--- src/rtl/cpu_pkg.sv ---
// Shared types and bundle field positions for the 16-bit CPU pipeline.
package cpu_pkg;

    typedef enum logic {
        IDLE = 1'b0,
        WAIT = 1'b1
    } mem_state_t;

    // M = {MemWrite, MemRead}
    localparam int M_MEMWRITE  = 1;
    localparam int M_MEMREAD   = 0;

    // WB = {dst_addr[3:0], RegWrite, Ret, MemToReg}
    localparam int WB_DST_MSB  = 6;
    localparam int WB_DST_LSB  = 3;
    localparam int WB_REGWRITE = 2;
    localparam int WB_RET      = 1;
    localparam int WB_MEMTOREG = 0;

endpackage

--- src/rtl/mem_hs_fsm.sv ---
// Data-memory req/ack handshake: request latches, IDLE/WAIT state and upstream stall.
// Optional MEM_TIMEOUT_EN aborts a WAIT that sees no ack within TIMEOUT cycles.
module mem_hs_fsm
    import cpu_pkg::*;
#(
    parameter int DATA_W  = 16,
    parameter int TIMEOUT = 15,
    parameter int CNT_W   = 4
) (
    input  logic              clk,
    input  logic              rst,
    input  logic              memop_i,
    input  logic              we_i,
    input  logic [DATA_W-1:0] addr_i,
    input  logic [DATA_W-1:0] wdata_i,
    input  logic              mem_ack_i,
    output logic              idle_o,
    output logic              done_o,
`ifdef MEM_TIMEOUT_EN
    output logic              abort_o,
`endif
    output logic              stall_o,
    output logic              mem_req_o,
    output logic              mem_we_o,
    output logic [DATA_W-1:0] mem_addr_o,
    output logic [DATA_W-1:0] mem_wdata_o
);

    mem_state_t        state_q, state_d;
    logic              req_q, req_d;
    logic              we_q, we_d;
    logic [DATA_W-1:0] addr_q, addr_d;
    logic [DATA_W-1:0] wdata_q, wdata_d;
    logic              timeout;

`ifdef MEM_TIMEOUT_EN
    logic [CNT_W-1:0]  cnt_q, cnt_d;

    // Fires on the last permitted WAIT cycle; a same-cycle ack takes priority.
    assign timeout = (state_q == WAIT) && !mem_ack_i && (cnt_q == CNT_W'(TIMEOUT - 1));
    assign abort_o = timeout;

    always_comb begin
        cnt_d = cnt_q;
        if (state_q == IDLE) begin
            cnt_d = '0;
        end else if (!mem_ack_i) begin
            cnt_d = cnt_q + 1'b1;
        end
    end

    always_ff @(posedge clk) begin
        if (rst) begin
            cnt_q <= '0;
        end else begin
            cnt_q <= cnt_d;
        end
    end
`else
    assign timeout = 1'b0;
`endif

    always_ff @(posedge clk) begin
        if (rst) begin
            state_q <= IDLE;
            req_q   <= 1'b0;
            we_q    <= 1'b0;
            addr_q  <= '0;
            wdata_q <= '0;
        end else begin
            state_q <= state_d;
            req_q   <= req_d;
            we_q    <= we_d;
            addr_q  <= addr_d;
            wdata_q <= wdata_d;
        end
    end

    always_comb begin
        state_d = state_q;
        req_d   = req_q;
        we_d    = we_q;
        addr_d  = addr_q;
        wdata_d = wdata_q;
        stall_o = 1'b0;
        done_o  = 1'b0;
        unique case (state_q)
            IDLE: begin
                if (memop_i) begin
                    stall_o = 1'b1;
                    state_d = WAIT;
                    req_d   = 1'b1;
                    we_d    = we_i;
                    addr_d  = addr_i;
                    wdata_d = wdata_i;
                end
            end
            WAIT: begin
                stall_o = ~mem_ack_i & ~timeout;
                if (mem_ack_i) begin
                    done_o  = 1'b1;
                    req_d   = 1'b0;
                    state_d = IDLE;
                end else if (timeout) begin
                    req_d   = 1'b0;
                    state_d = IDLE;
                end
            end
            default: state_d = IDLE;
        endcase
    end

    assign idle_o      = (state_q == IDLE);
    assign mem_req_o   = req_q;
    assign mem_we_o    = we_q;
    assign mem_addr_o  = addr_q;
    assign mem_wdata_o = wdata_q;

endmodule

--- src/rtl/mem_wb_slice.sv ---
// MEM stage plus MEM/WB register: drives the register-file write port and RET redirect.
// Define MEM_TIMEOUT_EN to abort stuck memory accesses and report them on mem_err.
module mem_wb_slice
    import cpu_pkg::*;
#(
    parameter int DATA_W  = 16,
    parameter int REG_AW  = 4,
    parameter int TIMEOUT = 15,
    parameter int CNT_W   = 4
) (
    input  logic              clk,
    input  logic              rst,
    input  logic              in_valid,
    input  logic [DATA_W-1:0] alu_result,
    input  logic [DATA_W-1:0] store_data,
    input  logic [1:0]        M,
    input  logic [6:0]        WB,
    output logic              stall,
    output logic              mem_req,
    output logic              mem_we,
    output logic [DATA_W-1:0] mem_addr,
    output logic [DATA_W-1:0] mem_wdata,
    input  logic [DATA_W-1:0] mem_rdata,
    input  logic              mem_ack,
    output logic [REG_AW-1:0] write_addr,
    output logic [DATA_W-1:0] write_data,
    output logic              reg_write,
    output logic              ret_valid,
    output logic [DATA_W-1:0] ret_target,
    output logic              mem_err
);

    logic memop;
    logic idle;
    logic done;

    assign memop = in_valid & (M[M_MEMWRITE] | M[M_MEMREAD]);

`ifdef MEM_TIMEOUT_EN
    logic abort;
    logic err_q;

    always_ff @(posedge clk) begin
        if (rst) begin
            err_q <= 1'b0;
        end else begin
            err_q <= abort;
        end
    end

    assign mem_err = err_q;
`else
    assign mem_err = 1'b0;
`endif

    mem_hs_fsm #(
        .DATA_W  (DATA_W),
        .TIMEOUT (TIMEOUT),
        .CNT_W   (CNT_W)
    ) u_hs (
        .clk         (clk),
        .rst         (rst),
        .memop_i     (memop),
        .we_i        (M[M_MEMWRITE]),
        .addr_i      (alu_result),
        .wdata_i     (store_data),
        .mem_ack_i   (mem_ack),
        .idle_o      (idle),
        .done_o      (done),
`ifdef MEM_TIMEOUT_EN
        .abort_o     (abort),
`endif
        .stall_o     (stall),
        .mem_req_o   (mem_req),
        .mem_we_o    (mem_we),
        .mem_addr_o  (mem_addr),
        .mem_wdata_o (mem_wdata)
    );

    logic [REG_AW-1:0] write_addr_q, write_addr_d;
    logic [DATA_W-1:0] write_data_q, write_data_d;
    logic              reg_write_q, reg_write_d;
    logic              ret_valid_q, ret_valid_d;
    logic [DATA_W-1:0] ret_target_q, ret_target_d;

    // Every cycle that neither passes an ALU op nor completes an access loads a bubble.
    always_comb begin
        write_addr_d = write_addr_q;
        write_data_d = write_data_q;
        reg_write_d  = 1'b0;
        ret_valid_d  = 1'b0;
        ret_target_d = ret_target_q;
        if (idle && !memop) begin
            write_addr_d = REG_AW'(WB[WB_DST_MSB:WB_DST_LSB]);
            write_data_d = alu_result;
            reg_write_d  = in_valid & WB[WB_REGWRITE];
        end else if (done) begin
            write_addr_d = REG_AW'(WB[WB_DST_MSB:WB_DST_LSB]);
            write_data_d = WB[WB_MEMTOREG] ? mem_rdata : alu_result;
            reg_write_d  = WB[WB_REGWRITE];
            ret_valid_d  = WB[WB_RET];
            if (WB[WB_RET]) begin
                ret_target_d = mem_rdata;
            end
        end
    end

    always_ff @(posedge clk) begin
        if (rst) begin
            write_addr_q <= '0;
            write_data_q <= '0;
            reg_write_q  <= 1'b0;
            ret_valid_q  <= 1'b0;
            ret_target_q <= '0;
        end else begin
            write_addr_q <= write_addr_d;
            write_data_q <= write_data_d;
            reg_write_q  <= reg_write_d;
            ret_valid_q  <= ret_valid_d;
            ret_target_q <= ret_target_d;
        end
    end

    assign write_addr = write_addr_q;
    assign write_data = write_data_q;
    assign reg_write  = reg_write_q;
    assign ret_valid  = ret_valid_q;
    assign ret_target = ret_target_q;

endmodule

--- config.mk ---
export PLATFORM = sky130hd
export DESIGN_NAME = mem_wb_slice
export DESIGN_NICKNAME = d
export VERILOG_FILES = /design/src/rtl/cpu_pkg.sv /design/src/rtl/mem_hs_fsm.sv /design/src/rtl/mem_wb_slice.sv
export SDC_FILE = /design/constraint.sdc
export NUM_CORES = 1
export LEC_CHECK = 0
export BUFFER_PORTS_ARGS = -buffer_cell sky130_fd_sc_hd__buf_2
export CORE_ASPECT_RATIO = 0.8
export CORE_UTILIZATION = 53
export CTS_CLUSTER_DIAMETER = 120
export DETAILED_ROUTE_END_ITERATION = 7
export MAX_ROUTING_LAYER = met4
export PLACE_DENSITY = 0.86
export SKIP_CTS_REPAIR_TIMING = 1
export SYNTH_ARGS = -nofsm -noshare
export SYNTH_HDL_FRONTEND = slang
export SYNTH_HIERARCHICAL = 1
export SYNTH_SLANG_ARGS = --single-unit
--- constraint.sdc ---
create_clock -name clk -period 2.4 [get_ports clk]
set_input_delay 0.24 -clock clk [delete_from_list [all_inputs] [get_ports clk]]
set_output_delay 0.24 -clock clk [all_outputs]
set_load 0.01 [all_outputs]
Yosys cells after proc, flatten, opt, wreduce, memory -nomap -nowiden
Cells that the tools add are included.

operators by class
  eq/ne operators = 2
  $lt $le $gt $ge = 0
  multiply operators = 0
  reductions and logical operators = 7
  $add $sub $neg = 0
  shift-type cells = 0
  muxes and demuxes = 16
  div/mod/pow operators = 0
  bitwise logic cells = 7

operator list
  cell                                  count
  16-bit two-way mux                    3
  1-bit two-way mux                     8
  4-bit two-way mux                     2
  1-bit case mux with 2 select lines    3
  2-bit != test, second input constant  2
  1-bit inverter                        4
  2-bit AND reduction                   2
  3-bit AND reduction                   1
  3-bit OR reduction                    1
  1-bit AND                             2
  2-bit nonzero test                    1
  1-bit logical AND                     1
  1-bit zero test                       1
  1-bit OR                              1

word-level totals
  RAM bits = 0
  bits in latches = 0
  bits of input ports = 61
  bits in read-only memories = 0
  logic and storage cells = 42
  output and inout bits = 74
  memories kept = 0
  bits in registers = 73

Depth between registers and ports, before layout
Gate-level depths: netlist (run 1).

  depth after elaboration = 6
  gate-level depth with buffers = 8
  depth with buffers taken out = 4

Cells and area by module
Netlist (run 1), hierarchy kept.

by module, submodules not included
  module        sequential area each (µm²)  area each (µm²)  instances  cells each
  mem_wb_slice  760.7                       1,755.4          1          189
  mem_hs_fsm    700.7                       1,751.7          1          159

Least setup slack after synthesis (run 1)
Ideal clock, no wire load.

  kind = reg2reg
  start = reg u_hs.state_q
  end = reg ret_target_q[10], in the netlist ret_target[10]
  path slack = 0.775 ns
  path buffers = 4
  library setup time = 0.072 ns
  data arrival time = 1.554 ns
  data required time = 2.328 ns
  cell stages (with the launch flop) = 9
  period minus slack after synthesis = 1.625 ns
  cells stage by stage = dfxtp_1 buf_4 buf_6 and2_4 buf_2 nand2_1 a21oi_4 buf_6 mux2i_1

between the ends
  elaborated cells between the ends (all ways) = 5
  classes of those cells = mux: 1; bitwise: 2; reduce/logical: 2

RTL lines
  item                           line                 source
  start, declared                mem_hs_fsm.sv:29     mem_state_t state_q, state_d;
  start signal, assigned         mem_hs_fsm.sv:71     state_q <= state_d;
  1-bit two-way mux              mem_hs_fsm.sv:87     unique case (state_q)
  named net done                 mem_wb_slice.sv:35   logic done;
  3-bit AND reduction (no line)  -
  end signal, assigned           mem_wb_slice.sv:120  ret_target_q <= ret_target_d;
  end, declared                  mem_wb_slice.sv:84   logic [DATA_W-1:0] ret_target_q, ret_target_d;

The timed path passes the listed nets, and every way through them passes these cells.
A chain may end at the register's enable or synchronous reset.

Worst setup path in the final report (run 1)
  start = reg u_hs.state_q
  end = out stall

between the ends
  cells in the longest elaborated chain, start to end = 2

ends and longest elaborated chain
  item                                  line                source
  1-bit inverter                        mem_hs_fsm.sv:87
  1-bit case mux with 2 select lines *  mem_hs_fsm.sv:87
  end, declared                         mem_wb_slice.sv:18  output logic stall,

Every way passes the cells marked *; elsewhere a longest branch is shown, timed or not.

==> results of run 1 <==
==> critical path, delay by kind of cell (launching register included) <==
| family | cells | cell delay [ns] |
|---|---|---|
| flip-flops | 1 | 0.56 |
| buffers and inverters | 2 | 0.49 |
| AND/OR/NAND/NOR | 2 | 0.30 |
==> routing by layer <==
metal / global-route usage / part of all wire
met1: 0.349 / 0.47
met2: 0.385 / 0.46
met3: 0.0394 / 0.061
met4: 0.0872 / 0.0066
met5: - / 0
==> sequential cells by signal, indices dropped and copies added (netlist names) <==
name and count:
u_hs/mem_wdata_o 16, ret_valid 1, write_addr 4, u_hs/mem_we_o 1
u_hs/mem_addr_o 16, u_hs/mem_req_o 1, write_data 16, u_hs/state_q 1
reg_write 1, ret_target 16
==> power by group through the flow <==
| stage | combinational [mW] | clock [mW] | sequential (mW) |
|---|---|---|---|
| after global placement | 0.477 | 0 | 1.35 |
| after floorplan | 0.302 | 0 | 1.38 |
| after detailed placement | 0.492 | 0 | 1.36 |
| after CTS | 0.494 | 0.803 | 1.33 |
| final | 0.492 | 0.783 | 1.33 |
| after global routing | 0.541 | 0.856 | 1.34 |
==> area by class of cell <==
cell class,count,share of cell area
clock buffers,12,0.0342
clock inverters,1,0.00118
inverters,4,0.00413
multi-input cells,240,0.427
flip-flops and latches,73,0.345
well taps,84,0.0248
repair buffers,137,0.164
==> through the flow <==
step                      setup WS [ns]  hold WS, ns  instance area [µm²]  power (mW)
final                             0.461        0.149                 4240        2.61
after global routing              0.351        0.143                 4240        2.74
after CTS                         0.455        0.135                 4240        2.63
after global placement            0.682        0.440                 4090        1.83
after detailed placement          0.629        0.447                 4090        1.85
after floorplan                   0.775        0.365                 3510        1.69
==> layout by cell type (no fill, tap or decap), drive strengths merged <==
cell     instances
buf            137
nand2b          33
and2b            1
a21oi           19
o21ai           34
nand2           41
nor2            19
clkinv           2
nand4bb         33
inv              3
conb             1
o21ba            1
a22o            16
and2             2
o211ai           1
dfxtp           73
nor3             2
mux2i           36
clkbuf          12
a21boi           1
==> cells by family after synthesis <==
kind of cell	Yosys count
compound gates	72
buf+inv	35
flops	73
mux	36
other cells	1
simple gates	131
==> path summary, 6_finish.rpt <==
check / from / to / slack [ns] / depth (start not counted)
max: u_hs/state_q$_SDFF_PP0_ / stall / 0.46 / 4
min: WB[4] / write_addr[1]$_SDFFE_PP0P_ / 0.15 / 3
max reg2reg: u_hs/state_q$_SDFF_PP0_ / ret_target[10]$_SDFFE_PP0P_ / 0.63 / 4
min reg2reg: ret_target[1]$_SDFFE_PP0P_ / ret_target[1]$_SDFFE_PP0P_ / 0.46 / 2
==> impl_metrics.ini, run 1 <==
[synthesis]
synth-simple-area-share = 0.244
synth_top_family_by_area = simple AND/OR/NAND/NOR gates
synth_fa_ha_area_frac = 0
synthCells = 348
synth_edf_count = 0
synth-compound-area-share = 0.168
synthXorXnorAreaFrac = 0
syn-num-nets = 409
ys_ff_latch = 73
async_flop_share = 0
synth_area_um2 = 3510
yosysMostFrequentCell = dfxtp_1
yosysWarnings = 6
synth_area_leaders = dfxtp_1 (42%), nand4bb_1 (11%), mux2i_1 (10%)
synth_cell_types = 33
synth_top_area_frac = 0.417
ys_seq_area_frac = 0.417
synth.avg_cell_area_um2 = 10.1
yosys.area.top_type = dfxtp_1
ys.flop_type = dfxtp_1
synth_mux_area_frac = 0.103
synth_common_cells = dfxtp_1 (73), nand2_1 (41), mux2i_1 (36)

[routing]
wl_per_cell_um = 15.1
wl_um = 8330
drc_errors = 0
routed-via-count = 2957
vias_per_cell = 5.37
first_pass_iters = 4
drtIter0Drc = 100
ant_nets = 0

[cts]
tritoncts = yes
h-tree-depth = 3
clock_latency_ns = 0.33
cts_made_buffers = 9
clkTransAtPathRegs_ns = 0.07
cts_sinks = 73
clockRootBuffer = clkbuf_8
clock_path_buffers = 2

[timing]
fmax_mhz = 516
setup_viol_count_final = 0
slew_headroom = 0.511
slew_violations = 0
finalHoldViolCount = 0
tns_ns = 0
tightest_slew_ns = 0.734
rsz0062_at_grt = false
post-route-period-util = 0.808
fin_crit_ns = 1.94
finClkSkew_ns = 0.00549

[die]
dieArea_um2 = 6950
boundaryPins = 135
dieHeight_um = 74.8
core_um2 = 6380
die_x_um = 92.9
rows = 26
initial_core_util = 0.550

[place]
gp_congestion = 0.796
port_buffers = 133
hpwl_um = 5870
post-place-cells = 538

[layout]
register_area_um2 = 1460
antenna_cells = 0
syn_to_final_growth_pct = 20.9
fillers = 540
drive_above_1_share = 0.433
final_util = 0.665
multi_input_area_um2 = 1810
fin_nets = 526
finalNonFillerCells = 551

[worst_setup_path]
path_cells = and2_4 -> buf_4 -> nor2_1 -> buf_2
required_ns = 2.16
max_stage_delay_ns = 0.56
cp_max_fo = 35
slowest_stage = dfxtp_1
cp.arrival_ns = 1.70
start_kind = flop
endpoint_kind = output pin
path_class = reg2out

[pwr]
power.switching_mw = 0.712
p_leak_nw = 1.92
p_seq_frac = 0.511
clkPwrFrac = 0.300
ir_worst_vdd_mv = 0.306
p_per_area_nw_per_um2 = 615
power.share.switching = 0.273
power_frac_comb = 0.189
p_int_mw = 1.89

[global_route]
grt_max_degree = 69
grt_first_pass_wirelength_um = 13200
grt.overflow.total = 0
grt_usage = 0.254
first_global_vias = 2655
antenna_found_initial = 0

[worst_hold_path]
hold_path_class = in2reg

[status]
status = finished, final reports clean

[job]
maxCapViolations = 0
(Power assumes the default switching activity.)
==> inputs of run 2 (changes only) <==
--- a/config.mk
+++ b/config.mk
@@ -7,11 +7,11 @@
 export LEC_CHECK = 0
 export BUFFER_PORTS_ARGS = -buffer_cell sky130_fd_sc_hd__buf_2
 export CORE_ASPECT_RATIO = 0.8
-export CORE_UTILIZATION = 53
+export CORE_UTILIZATION = 44
 export CTS_CLUSTER_DIAMETER = 120
 export DETAILED_ROUTE_END_ITERATION = 7
 export MAX_ROUTING_LAYER = met4
-export PLACE_DENSITY = 0.86
+export PLACE_DENSITY = 0.76
 export SKIP_CTS_REPAIR_TIMING = 1
 export SYNTH_ARGS = -nofsm -noshare
 export SYNTH_HDL_FRONTEND = slang
==> constraint.sdc (replaced) <==
create_clock -name clk -period 1.66 [get_ports clk]
set_input_delay 0.166 -clock clk [delete_from_list [all_inputs] [get_ports clk]]
set_output_delay 0.166 -clock clk [all_outputs]
set_load 0.01 [all_outputs]
==> impl_metrics.ini, run 2 (synthesis results as in run 1) <==
[die]
core_um2 = 7570
initial_core_util = 0.463
boundaryPins = 135
dieArea_um2 = 8330
rows = 28
dieHeight_um = 81.9
die_x_um = 102

[routing]
wl_um = 8550
drtIter0Drc = 71
wl_per_cell_um = 14.7
ant_nets = 0
drc_errors = 0
first_pass_iters = 4
routed-via-count = 3007
vias_per_cell = 5.16

[layout]
final_cell_mix = buf_2 (133), dfxtp_1 (73), nand2_1 (41)
final_util = 0.589
drive_above_1_share = 0.448
fin_nets = 534
syn_to_final_growth_pct = 27.1
fillers = 668
final_common_cell = buf_2
antenna_cells = 0

[global_route]
grt_max_degree = 39
grt_usage = 0.215
grt_first_pass_wirelength_um = 13400
grt.overflow.total = 0
first_global_vias = 2802
antenna_found_initial = 0

[cts]
clock_path_buffers = 2
clockRootBuffer = clkbuf_8
cts_sinks = 73
clock_latency_ns = 0.34
clkTransAtPathRegs_ns = 0.08
cts_made_buffers = 9
tritoncts = yes
h-tree-depth = 3

[job]
maxCapViolations = 0

[timing]
tightest_slew_ns = 0.792
tns_ns = 0
fmax_mhz = 652
slew_violations = 0
post-route-period-util = 0.924
fin_crit_ns = 1.53
setup_viol_count_final = 0
setup_ws_ns = 0.125
finClkSkew_ns = 0.0106
finalHoldViolCount = 0
slew_headroom = 0.472
rsz0062_at_grt = false

[pwr]
clkPwrFrac = 0.390
power.switching_mw = 1.12
p_int_mw = 3.24
p_leak_nw = 2.01
totalPowerFinal_mw = 4.37
p_seq_frac = 0.439
ir_worst_vdd_mv = 0.572
power.share.switching = 0.257
power_frac_comb = 0.171
p_per_area_nw_per_um2 = 980

[worst_hold_path]
hold_path_class = in2reg

[worst_setup_path]
cp_max_fo = 21
required_ns = 1.49
path_class = reg2out
cp.arrival_ns = 1.37
start_kind = flop
endpoint_kind = output pin

[place]
place_ws_ns = 0.209
port_buffers = 133
hpwl_um = 6060
gp_congestion = 0.778

[status]
status = finished, final reports clean
[run 2: cell count changes in the layout (fill, tap and decap cells not counted)]
| cell | delta |
|---|---|
| bufinv_16 | +3 |
| clkbuf_1 | -1 |
| clkinvlp_4 | +1 |
| buf_4 | +5 |
| buf_12 | +3 |
[run 2: critical path, cell delays in order, from the launching register on]
cell and delay, ns:
dfxtp_1 0.38, buf_4 0.25, nor2_1 0.10, nor2_1 0.14, buf_2 0.16
[run 2: cell type report]
type,count,area (µm²),area share
inverter,4,17.5,0.00393
clock buffer,11,141,0.0317
timing repair buffer,145,793,0.178
sequential,73,1460,0.328
multi-input combinational,240,1810,0.406
tap,105,131,0.0295
clock inverter,5,103,0.0230
[run 2: path summary, 6_finish.rpt]
check / start / cells past startpoint / slack, ns / to
worst max-delay path: u_hs/state_q$_SDFF_PP0_ / 4 / 0.13 / stall
worst min-delay path: alu_result[2] / 2 / 0.06 / write_data[2]$_SDFFE_PP0P_
worst max register to register: u_hs/state_q$_SDFF_PP0_ / 3 / 0.16 / write_data[7]$_SDFFE_PP0P_
worst min register to register: ret_target[7]$_SDFFE_PP0P_ / 2 / 0.45 / ret_target[7]$_SDFFE_PP0P_
[run 2: power by group through the flow]
stage	logic, mW	registers (mW)	clock network (mW)
after floorplan	0.437	2.00	0
after global placement	0.731	1.95	0
after detailed placement	0.748	1.95	0
after CTS	0.752	1.92	1.75
after global routing	0.818	1.93	1.81
final	0.747	1.92	1.70
[run 2: metal layers]
layer / vias to the layer above / wire [µm] / GRT usage
met1: 1422 / 3900 / 0.258
met5: - / 0 / -
met3: 8 / 662 / 0.0774
met4: 0 / 53 / 0.0443
met2: 103 / 3940 / 0.349
li1: 1474 / - / -
[run 2: per-stage QoR]
step | area (µm²) | hold slack (ns) | instances
after global routing | 4460 | 0.0473 | 583
after detailed placement | 4210 | 0.414 | 567
final | 4460 | 0.0563 | 583
after global placement | 4210 | 0.409 | 567
after floorplan | 3510 | 0.291 | 348
after CTS | 4460 | 0.0441 | 583
==> inputs of run 3 (changes only) <==
--- a/config.mk
+++ b/config.mk
@@ -5,7 +5,7 @@
 export SDC_FILE = /design/constraint.sdc
 export NUM_CORES = 1
 export LEC_CHECK = 0
-export BUFFER_PORTS_ARGS = -buffer_cell sky130_fd_sc_hd__buf_2
+export BUFFER_PORTS_ARGS = -buffer_cell sky130_fd_sc_hd__buf_4
 export CORE_ASPECT_RATIO = 0.8
 export CORE_UTILIZATION = 44
 export CTS_CLUSTER_DIAMETER = 120
==> impl_metrics.ini, run 3 (synthesis results as in run 1) <==
[layout]
final_common_cell = buf_4
syn_to_final_growth_pct = 34.1
final_cell_mix = buf_4 (142), dfxtp_1 (73), nand2_1 (41)
drive_above_1_share = 0.443
antenna_cells = 0
fin_nets = 533

[worst_setup_path]
required_ns = 1.49
start_kind = flop
r2r_end = write_data[15]$_SDFFE_PP0P_
cp-startpoint = u_hs/state_q$_SDFF_PP0_
r2r_start = u_hs/state_q$_SDFF_PP0_
r2r_slack_ns = 0.20
cp_max_fo = 21
cp.arrival_ns = 1.34
max_stage_delay_ns = 0.37
slowest_stage = dfxtp_1
path_cells = buf_4 -> nor2_1 -> nor2_1 -> buf_4
path_class = reg2out
cp-endpoint = stall
rr_worst_depth = 3
endpoint_kind = output pin

[routing]
wl_per_cell_um = 15.1
vias_per_cell = 5.21
routed-via-count = 3025
wl_um = 8750
ant_nets = 0
first_pass_iters = 4
drc_errors = 0
drtIter0Drc = 109

[cts]
clock_path_buffers = 2
clockRootBuffer = clkbuf_8
cts_made_buffers = 9
cts_sinks = 73
clock_latency_ns = 0.34
clkTransAtPathRegs_ns = 0.07
h-tree-depth = 3
tritoncts = yes

[die]
boundaryPins = 135
dieArea_um2 = 8330
core_um2 = 7570
initial_core_util = 0.463
dieHeight_um = 81.9
rows = 28
die_x_um = 102

[timing]
rsz0062_at_grt = false
finalHoldViolCount = 0
fin_crit_ns = 1.51
tightest_slew_ns = 0.755
fmax_mhz = 663
slew_violations = 0
tns_ns = 0
finClkSkew_ns = 0.00908
post-route-period-util = 0.909
setup_viol_count_final = 0
hold-worst-slack_ns = 0.0637
slew_headroom = 0.496

[job]
maxCapViolations = 0

[pwr]
p_per_area_nw_per_um2 = 865
p_seq_frac = 0.474
p_int_mw = 2.98
power.share.switching = 0.268
power.switching_mw = 1.09
power_frac_comb = 0.205
clkPwrFrac = 0.321
ir_worst_vdd_mv = 0.515
p_leak_nw = 2.03

[place]
port_buffers = 133
hpwl_um = 6310
gp_congestion = 0.780

[global_route]
grt_first_pass_wirelength_um = 13600
antenna_found_initial = 0
grt_max_degree = 43
grt_usage = 0.218
first_global_vias = 2828
grt.overflow.total = 0

[status]
status = finished, final reports clean

[worst_hold_path]
hold_path_class = in2reg
==> run 3: cell count changes in the layout (fill, tap and decap cells not counted), sizes merged <==
cell      before  now
buf          145  144
bufinv         3    1
clkinv         2    4
clkinvlp       1    0
==> run 3: power by group through the flow <==
stage / combinational [mW] / clock (mW) / sequential [mW]
after detailed placement: 0.839 / 0 / 1.96
after global placement: 0.822 / 0 / 1.96
final: 0.835 / 1.30 / 1.93
after CTS: 0.841 / 1.35 / 1.92
after global routing: 0.906 / 1.41 / 1.94
after floorplan: 0.437 / 0 / 2.00
==> run 3: cell type report <==
cell class                      instances  area, µm²
Clock inverter                          4       45.0
Multi-Input combinational cell        240       1810
Inverter                                4       17.5
Fill cell                             671       2870
Tap cell                              105        131
Sequential cell                        73       1460
Clock buffer                           11        131
Timing Repair Buffer                  144       1110
==> run 3: worst min path at each step <==
stage | startpoint | endpoint | slack, ns | depth (start not counted)
after global placement | alu_result[2] | write_data[2]$_SDFFE_PP0P_ | 0.40 | 2
final | alu_result[2] | write_data[2]$_SDFFE_PP0P_ | 0.06 | 2
after CTS | alu_result[2] | write_data[2]$_SDFFE_PP0P_ | 0.04 | 2
after detailed placement | alu_result[2] | write_data[2]$_SDFFE_PP0P_ | 0.41 | 2
after floorplan | alu_result[2] | write_data[2]$_SDFFE_PP0P_ | 0.29 | 1
after global routing | alu_result[2] | write_data[2]$_SDFFE_PP0P_ | 0.05 | 2
==> run 3: per-stage QoR <==
step	util	cells	instance area (µm²)	setup WS (ns)	power [mW]
floorplan	-	348	3510	0.0348	2.44
global route	0.621	581	4700	0.0524	4.26
CTS	0.621	581	4700	0.129	4.11
detailed placement	0.598	566	4530	0.199	2.80
finish	0.621	581	4700	0.151	4.07
global placement	0.598	566	4530	0.217	2.78
==> run 3: critical path, delay by kind of cell (launching register included) <==
| family | cells | cell delay (ns) |
|---|---|---|
| buffers and inverters | 2 | 0.39 |
| flip-flops | 1 | 0.37 |
| AND/OR/NAND/NOR | 2 | 0.25 |
==> run 3: metal layers <==
layer / vias up / track usage / share of wire
li1: 1468 / - / -
met1: 1424 / 0.276 / 0.45
met2: 122 / 0.339 / 0.45
met3: 11 / 0.0579 / 0.085
met4: 0 / 0.0729 / 0.013
met5: - / - / 0
